--- src/rtl/uart_rx_fifo_if.sv ---
// Byte stream from the UART receiver FIFO head to its consumer.
// Valid/ready: a byte moves on any cycle where rx_valid & rx_ready.
interface uart_rx_fifo_if;
  logic [7:0] rx_data;
  logic       rx_valid;
  logic       rx_ready;

  modport master (output rx_data, output rx_valid, input rx_ready);
  modport slave  (input rx_data, input rx_valid, output rx_ready);
endinterface

--- src/rtl/uart_rx_fifo.sv ---
// 8N1 UART receiver feeding a small byte FIFO; byte is visible 2 + CLKS_PER_BIT/2 + 9*CLKS_PER_BIT + 1 clocks after the start edge.
// Consumer backpressure holds bytes in the FIFO; uart_rts throttles the host near full, and a byte arriving when full is dropped with an overrun pulse.
module uart_rx_fifo #(
  parameter int CLKS_PER_BIT = 434,
  parameter int FIFO_DEPTH   = 4
) (
  input  logic            sample_clock,
  input  logic            key,
  input  logic            uart_rx,
  output logic            uart_rts,
  output logic            frame_error,
  output logic            overrun,
  uart_rx_fifo_if.master  rx_bus
);

  localparam int CW = $clog2(CLKS_PER_BIT);
  localparam int PW = $clog2(FIFO_DEPTH);
  localparam int NW = PW + 1;

  localparam logic [CW-1:0] BIT_END  = CW'(CLKS_PER_BIT - 1);
  localparam logic [CW-1:0] HALF_END = CW'(CLKS_PER_BIT / 2 - 1);
  localparam logic [NW-1:0] FULL     = NW'(FIFO_DEPTH);
  localparam logic [NW-1:0] RTS_ON   = NW'(FIFO_DEPTH - 1);

  typedef enum logic [2:0] {
    IDLE,
    START,
    DATA,
    STOP,
    WAIT_HIGH
  } state_t;

  logic          rx_meta;
  logic          rxs;
  state_t        state;
  logic [CW-1:0] cnt;
  logic [2:0]    idx;
  logic [7:0]    shreg;

  logic [7:0]    mem [FIFO_DEPTH];
  logic [PW-1:0] head;
  logic [PW-1:0] tail;
  logic [NW-1:0] count;
  logic [NW-1:0] next_count;

  logic stop_hit;
  logic good_stop;
  logic pop;
  logic push;

  // Idle-high line: synchroniser resets to 1 so reset release never looks like a start bit.
  always_ff @(posedge sample_clock or negedge key) begin
    if (!key) begin
      rx_meta <= 1'b1;
      rxs     <= 1'b1;
    end else begin
      rx_meta <= uart_rx;
      rxs     <= rx_meta;
    end
  end

  assign stop_hit  = (state == STOP) && (cnt == BIT_END);
  assign good_stop = stop_hit && rxs;

  always_ff @(posedge sample_clock or negedge key) begin
    if (!key) begin
      state       <= IDLE;
      cnt         <= '0;
      idx         <= '0;
      shreg       <= '0;
      frame_error <= 1'b0;
    end else begin
      frame_error <= stop_hit && !rxs;
      case (state)
        IDLE: begin
          if (!rxs) begin
            state <= START;
            cnt   <= '0;
          end
        end
        START: begin
          if (cnt == HALF_END) begin
            if (!rxs) begin
              state <= DATA;
              cnt   <= '0;
              idx   <= '0;
            end else begin
              state <= IDLE;
            end
          end else begin
            cnt <= cnt + CW'(1);
          end
        end
        DATA: begin
          if (cnt == BIT_END) begin
            shreg[idx] <= rxs;
            cnt        <= '0;
            if (idx == 3'd7) begin
              state <= STOP;
            end else begin
              idx <= idx + 3'd1;
            end
          end else begin
            cnt <= cnt + CW'(1);
          end
        end
        STOP: begin
          if (cnt == BIT_END) begin
            cnt   <= '0;
            state <= rxs ? IDLE : WAIT_HIGH;
          end else begin
            cnt <= cnt + CW'(1);
          end
        end
        WAIT_HIGH: begin
          // A held-low break must not be read as a stream of zero frames.
          if (rxs) begin
            state <= IDLE;
          end
        end
        default: state <= IDLE;
      endcase
    end
  end

  assign pop  = (count != '0) && rx_bus.rx_ready;
  assign push = good_stop && ((count != FULL) || pop);

  always_comb begin
    next_count = count;
    if (push && !pop) begin
      next_count = count + NW'(1);
    end else if (!push && pop) begin
      next_count = count - NW'(1);
    end
  end

  always_ff @(posedge sample_clock or negedge key) begin
    if (!key) begin
      head     <= '0;
      tail     <= '0;
      count    <= '0;
      overrun  <= 1'b0;
      uart_rts <= 1'b1;
      for (int i = 0; i < FIFO_DEPTH; i++) begin
        mem[i] <= '0;
      end
    end else begin
      if (push) begin
        mem[tail] <= shreg;
        tail      <= tail + PW'(1);
      end
      if (pop) begin
        head <= head + PW'(1);
      end
      count    <= next_count;
      overrun  <= good_stop && (count == FULL) && !pop;
      uart_rts <= (next_count >= RTS_ON);
    end
  end

  assign rx_bus.rx_data  = mem[head];
  assign rx_bus.rx_valid = (count != '0);

endmodule
--- src/flat_wrapper.sv ---
// flat-port wrapper written by rule: the top's interface ports become plain ports
module uart_rx_fifo_flat 
#(
  parameter int CLKS_PER_BIT = 434,
  parameter int FIFO_DEPTH   = 4
)
  (sample_clock, key, uart_rx, uart_rts, frame_error, overrun, rx_bus_rx_data, rx_bus_rx_valid, rx_bus_rx_ready);
  uart_rx_fifo_if rx_bus_i ();
  input  logic sample_clock;
  input  logic key;
  input  logic uart_rx;
  output logic uart_rts;
  output logic frame_error;
  output logic overrun;
  output wire logic [$bits(rx_bus_i.rx_data)-1:0] rx_bus_rx_data;
  output wire logic [$bits(rx_bus_i.rx_valid)-1:0] rx_bus_rx_valid;
  input wire logic [$bits(rx_bus_i.rx_ready)-1:0] rx_bus_rx_ready;
  assign rx_bus_rx_data = rx_bus_i.rx_data;
  assign rx_bus_rx_valid = rx_bus_i.rx_valid;
  assign rx_bus_i.rx_ready = rx_bus_rx_ready;
  uart_rx_fifo #(.CLKS_PER_BIT(CLKS_PER_BIT), .FIFO_DEPTH(FIFO_DEPTH)) u_core (.sample_clock(sample_clock), .key(key), .uart_rx(uart_rx), .uart_rts(uart_rts), .frame_error(frame_error), .overrun(overrun), .rx_bus(rx_bus_i));
endmodule
--- config.mk ---
export PLATFORM = sky130hd
export DESIGN_NAME = uart_rx_fifo_flat
export DESIGN_NICKNAME = d
export VERILOG_FILES = /design/src/rtl/uart_rx_fifo_if.sv /design/src/rtl/uart_rx_fifo.sv /design/src/flat_wrapper.sv
export SDC_FILE = /design/constraint.sdc
export NUM_CORES = 1
export LEC_CHECK = 0
export CORE_ASPECT_RATIO = 2
export CORE_MARGIN = 2
export CORE_UTILIZATION = 35
export CTS_BUF_LIST = sky130_fd_sc_hd__clkbuf_16
export DETAILED_ROUTE_END_ITERATION = 8
export PLACE_DENSITY = 0.51
export SLEW_MARGIN = 20
export SYNTH_ARGS = -nofsm -noshare
export SYNTH_HDL_FRONTEND = slang
export SYNTH_SLANG_ARGS = --single-unit
--- constraint.sdc ---
create_clock -name sample_clock -period 2.7 [get_ports sample_clock]
set_input_delay 0.405 -clock sample_clock [delete_from_list [all_inputs] [get_ports sample_clock]]
set_output_delay 0.405 -clock sample_clock [all_outputs]
set_load 0.1 [all_outputs]
==> impl_metrics.yaml, run 1 <==
run_status:
  status: "complete, no violations"
route:
  routed_wirelength_mm: 6.61
  drt_first_iter_violations: 89
  post-route-drc-count: 0
  route.detailed.vias_per_inst: 5.15
  ant_nets: 0
  routed_wire_per_std_cell_um: 16.4
  vias: 2080
  firstDrtPassIters: 4
logic_synthesis:
  leading_register_cell_type_out_of_synthesis: "dfrtp_1"
  synth_compound_gate_area_share_pct: 7.44
  yosys.cell_count.top_type: "dfrtp_1"
  yosys_warnings: 0
  synth.mux.area_fraction_pct: 19.9
  syn_nets: 287
  synthTopCellsByCount: "dfrtp_1, mux2_2, nand2_1, nor2_1, inv_1"
  ys_ff_latch: 67
  synthXorXnorAreaFrac_pct: 1.60
  synthDistinctLibCells: 43
  largest_family_of_logic_cells_by_synthesized_area: "multiplexers"
  number_of_standard_cells_after_synthesis: 271
  postSynthAreaPerCell_sq_um: 12.1
  ys_async_sr_fraction_pct: 100
  synth.top_cell.area_share_pct: 48.8
  synth.cell_area_sq_um: 3280
  synth.top_cells.by_area: "dfrtp_1, mux2_2, mux4_2"
  synth-edff-count: 0
  yosys.area.top_type: "dfrtp_1"
  synth_simple_gate_area_share_pct: 12.8
  post_synth_fa_ha_maj_area_fraction_pct: 4.58
  seq_area_frac_synth_pct: 51.2
clock_tree:
  insertion_delay_ns: 0.33
  clock-root-buffer: "clkbuf_16"
  clock_tree.buffer_depth: 2
  numCtsBuffers: 9
  htreeDepth: 3
  clkSinkCount: 67
  postCtsResizedCells: 0
  cts-hold-fix-buffers: 0
  cts_tree: "yes"
  clk_pin_slew_worst_paths_ns: 0.06
  cts_setup_buffers: 0
global_route:
  grt_pass1_vias: 2331
  grt.overflow.total: 0
  grt_first_pass_wirelength_mm: 11.2
  grt_max_degree: 68
  globalRouteTotalUtil_pct: 14.3
  grt_antenna_before_repair: 0
layout:
  finalNetCount: 311
  syn2layout_area_growth_pct: 19.6
  antennaDiodeCount: 0
  fraction_of_layout_instances_using_a_drive_strength_above_1_pct: 30.0
timing:
  setup_total_neg_slack_ns: 0
  worst_slew_margin_rel_pct: 60.7
  setup_repair_after_global_routing_missed_its_margin: "no"
  postLayoutSetupSlackWorst_ns: 0.385
  timing.final.crit_period_ns: 2.31
  setup_viol_count_final: 0
  timing.clock.skew_ns: 0.00724
  min_period_over_period_pct: 85.7
  final_hold_viol_count: 0
  slew_viol_final: 0
  achievable-frequency_mhz: 432
  tightest_slew_ns: 0.589
die:
  design.core.area_sq_um: 9260
  chipWidth_um: 72.5
  floorplan.io_pins: 16
  die_h_um: 141
  start_util_pct: 35.4
  design.die.area_sq_um: 10200
  std_cell_rows: 50
critical_path:
  cp_num_buf_inv: 1
  critPathTopFamily: "simple AND/OR/NAND/NOR gates"
  path_class: "flop to flop"
  required_ns: 2.91
  critPathMaxFanout: 5
  critical_path.endpoint_type: "flop"
  r2r_start: "u_core.cnt[1]$_DFFE_PN0P_"
  worst-endpoint-arrival_ns: 2.52
  timing.critical_path.cells: "inv_1 > ha_1 > nand4bb_2 > or2_2 > nor3_1 > nand3b_1 > mux2_2"
  crit_slowest_cell: "dfrtp_1"
  crit_start: "u_core.cnt[1]$_DFFE_PN0P_"
  crit_path_start_kind: "flop"
  slowest_delay_ns: 0.42
placed_design:
  routabilityCongestion: 0.784
  place_ws_ns: 0.304
  post-dp-hpwl_mm: 4.89
  numPortBuffers: 15
power:
  leakage_nw: 1.83
  p_clk_share_pct: 57.8
  power-per-cell-area_nw_per_um2: 629
  peakVddDrop_mv: 0.270
  p_int_mw: 2.01
  power.combinational.fraction_pct: 1.4
  netSwitchingPower_uw: 456
  p_sw_share_pct: 18.5
  power_frac_seq_pct: 40.9
run:
  maxCapViolCount: 0
min_path:
  min-delay-path-class: "input pin to async pin"
## state kept, by name (all words and copies together) (netlist names), 2 cells and up
name	flops
u_core.cnt	9
u_core.count	3
u_core.head	2
u_core.idx	3
u_core.mem	32
u_core.shreg	8
u_core.state	3
u_core.tail	2
## layout make-up
type,count,area [sq um]
clock buffer,9,225
multi-input combinational,182,1520
inverter,13,48.8
tap,104,130
sequential,67,1680
clock inverter,7,141
fill,892,5340
timing repair buffer,22,180
## layer usage
metal | share of wire [%] | vias up | track usage (%) | routed length, um
met3 | 2.1 | 14 | 3.07 | 142
met5 | 0 | - | 0 | 0
met1 | 38 | 1022 | 14.2 | 2490
met4 | 3.1 | 0 | 7.89 | 204
li1 | - | 1025 | - | -
met2 | 57 | 19 | 26.7 | 3770
## placed cells by master (no fill, tap or decap), drive strengths merged, types with 9 or more instances in the layout
cell type   n
dfrtp      64
mux2       41
nand2      20
buf        20
inv        14
nor2       14
ha         12
a21oi      12
o21ai       9
clkbuf      9
## metrics by stage
stage          util (%)  hold slack [ns]  power, mW  instance area [sq um]  cells
4_1_cts            42.4           0.0978       2.51                   3920    404
2_1_floorplan         -            0.109       1.03                   3280    271
6_report           42.4           0.0865       2.47                   3920    404
3_3_place_gp       38.4            0.346       1.06                   3560    388
5_1_grt            42.4            0.110       2.56                   3920    404
3_5_place_dp       38.4            0.347       1.06                   3560    388
## kinds of logic (layout without fill, tap and decap cells)
kind of cell | after synthesis | count (layout)
compound gates | 38 | 38
fa+ha+maj | 12 | 12
xor+xnor | 6 | 6
buf+inv | 22 | 51
mux | 50 | 50
flops | 67 | 67
simple gates | 76 | 76
## power by group through the flow
stage               clock network, mW  registers, mW  logic (mW)
floorplan                           0           1.03     0.00395
global placement                    0           1.03      0.0354
detailed placement                  0           1.03      0.0358
CTS                              1.47           1.01      0.0360
global route                     1.51           1.01      0.0393
finish                           1.42           1.01      0.0338
## final timing paths
| check | to | slack (ns) | cells after the start |
|---|---|---|---|
| max | u_core.shreg[2]$_DFFE_PN0P_ | 0.39 | 7 |
| min | u_core.count[2]$_DFF_PN0_ | 0.09 | 2 |
| max reg2reg | u_core.shreg[2]$_DFFE_PN0P_ | 0.39 | 7 |
| min reg2reg | u_core.rxs$_DFF_PN1_ | 0.35 | 0 |
| max in group asynchronous | u_core.rx_meta$_DFF_PN1_ | 2.27 | 2 |
| min in group sample_clock | u_core.rxs$_DFF_PN1_ | 0.35 | 0 |
Power figures use the tool's default switching activity.
==> run 2: changes to the inputs <==
--- a/config.mk
+++ b/config.mk
@@ -9,6 +9,7 @@
 export CORE_MARGIN = 2
 export CORE_UTILIZATION = 35
 export CTS_BUF_LIST = sky130_fd_sc_hd__clkbuf_16
+export CTS_CLUSTER_SIZE = 8
 export DETAILED_ROUTE_END_ITERATION = 8
 export PLACE_DENSITY = 0.51
 export SLEW_MARGIN = 20
==> results of run 2 <==
The final DEF is identical to that of run 1; final timing and power are the same.
==> run 3: changes to the inputs <==
--- a/config.mk
+++ b/config.mk
@@ -12,7 +12,7 @@
 export CTS_CLUSTER_SIZE = 8
 export DETAILED_ROUTE_END_ITERATION = 8
 export PLACE_DENSITY = 0.51
-export SLEW_MARGIN = 20
+export SLEW_MARGIN = 10
 export SYNTH_ARGS = -nofsm -noshare
 export SYNTH_HDL_FRONTEND = slang
 export SYNTH_SLANG_ARGS = --single-unit
==> results of run 3 <==
The final DEF is identical to that of run 1; final timing and power are the same.
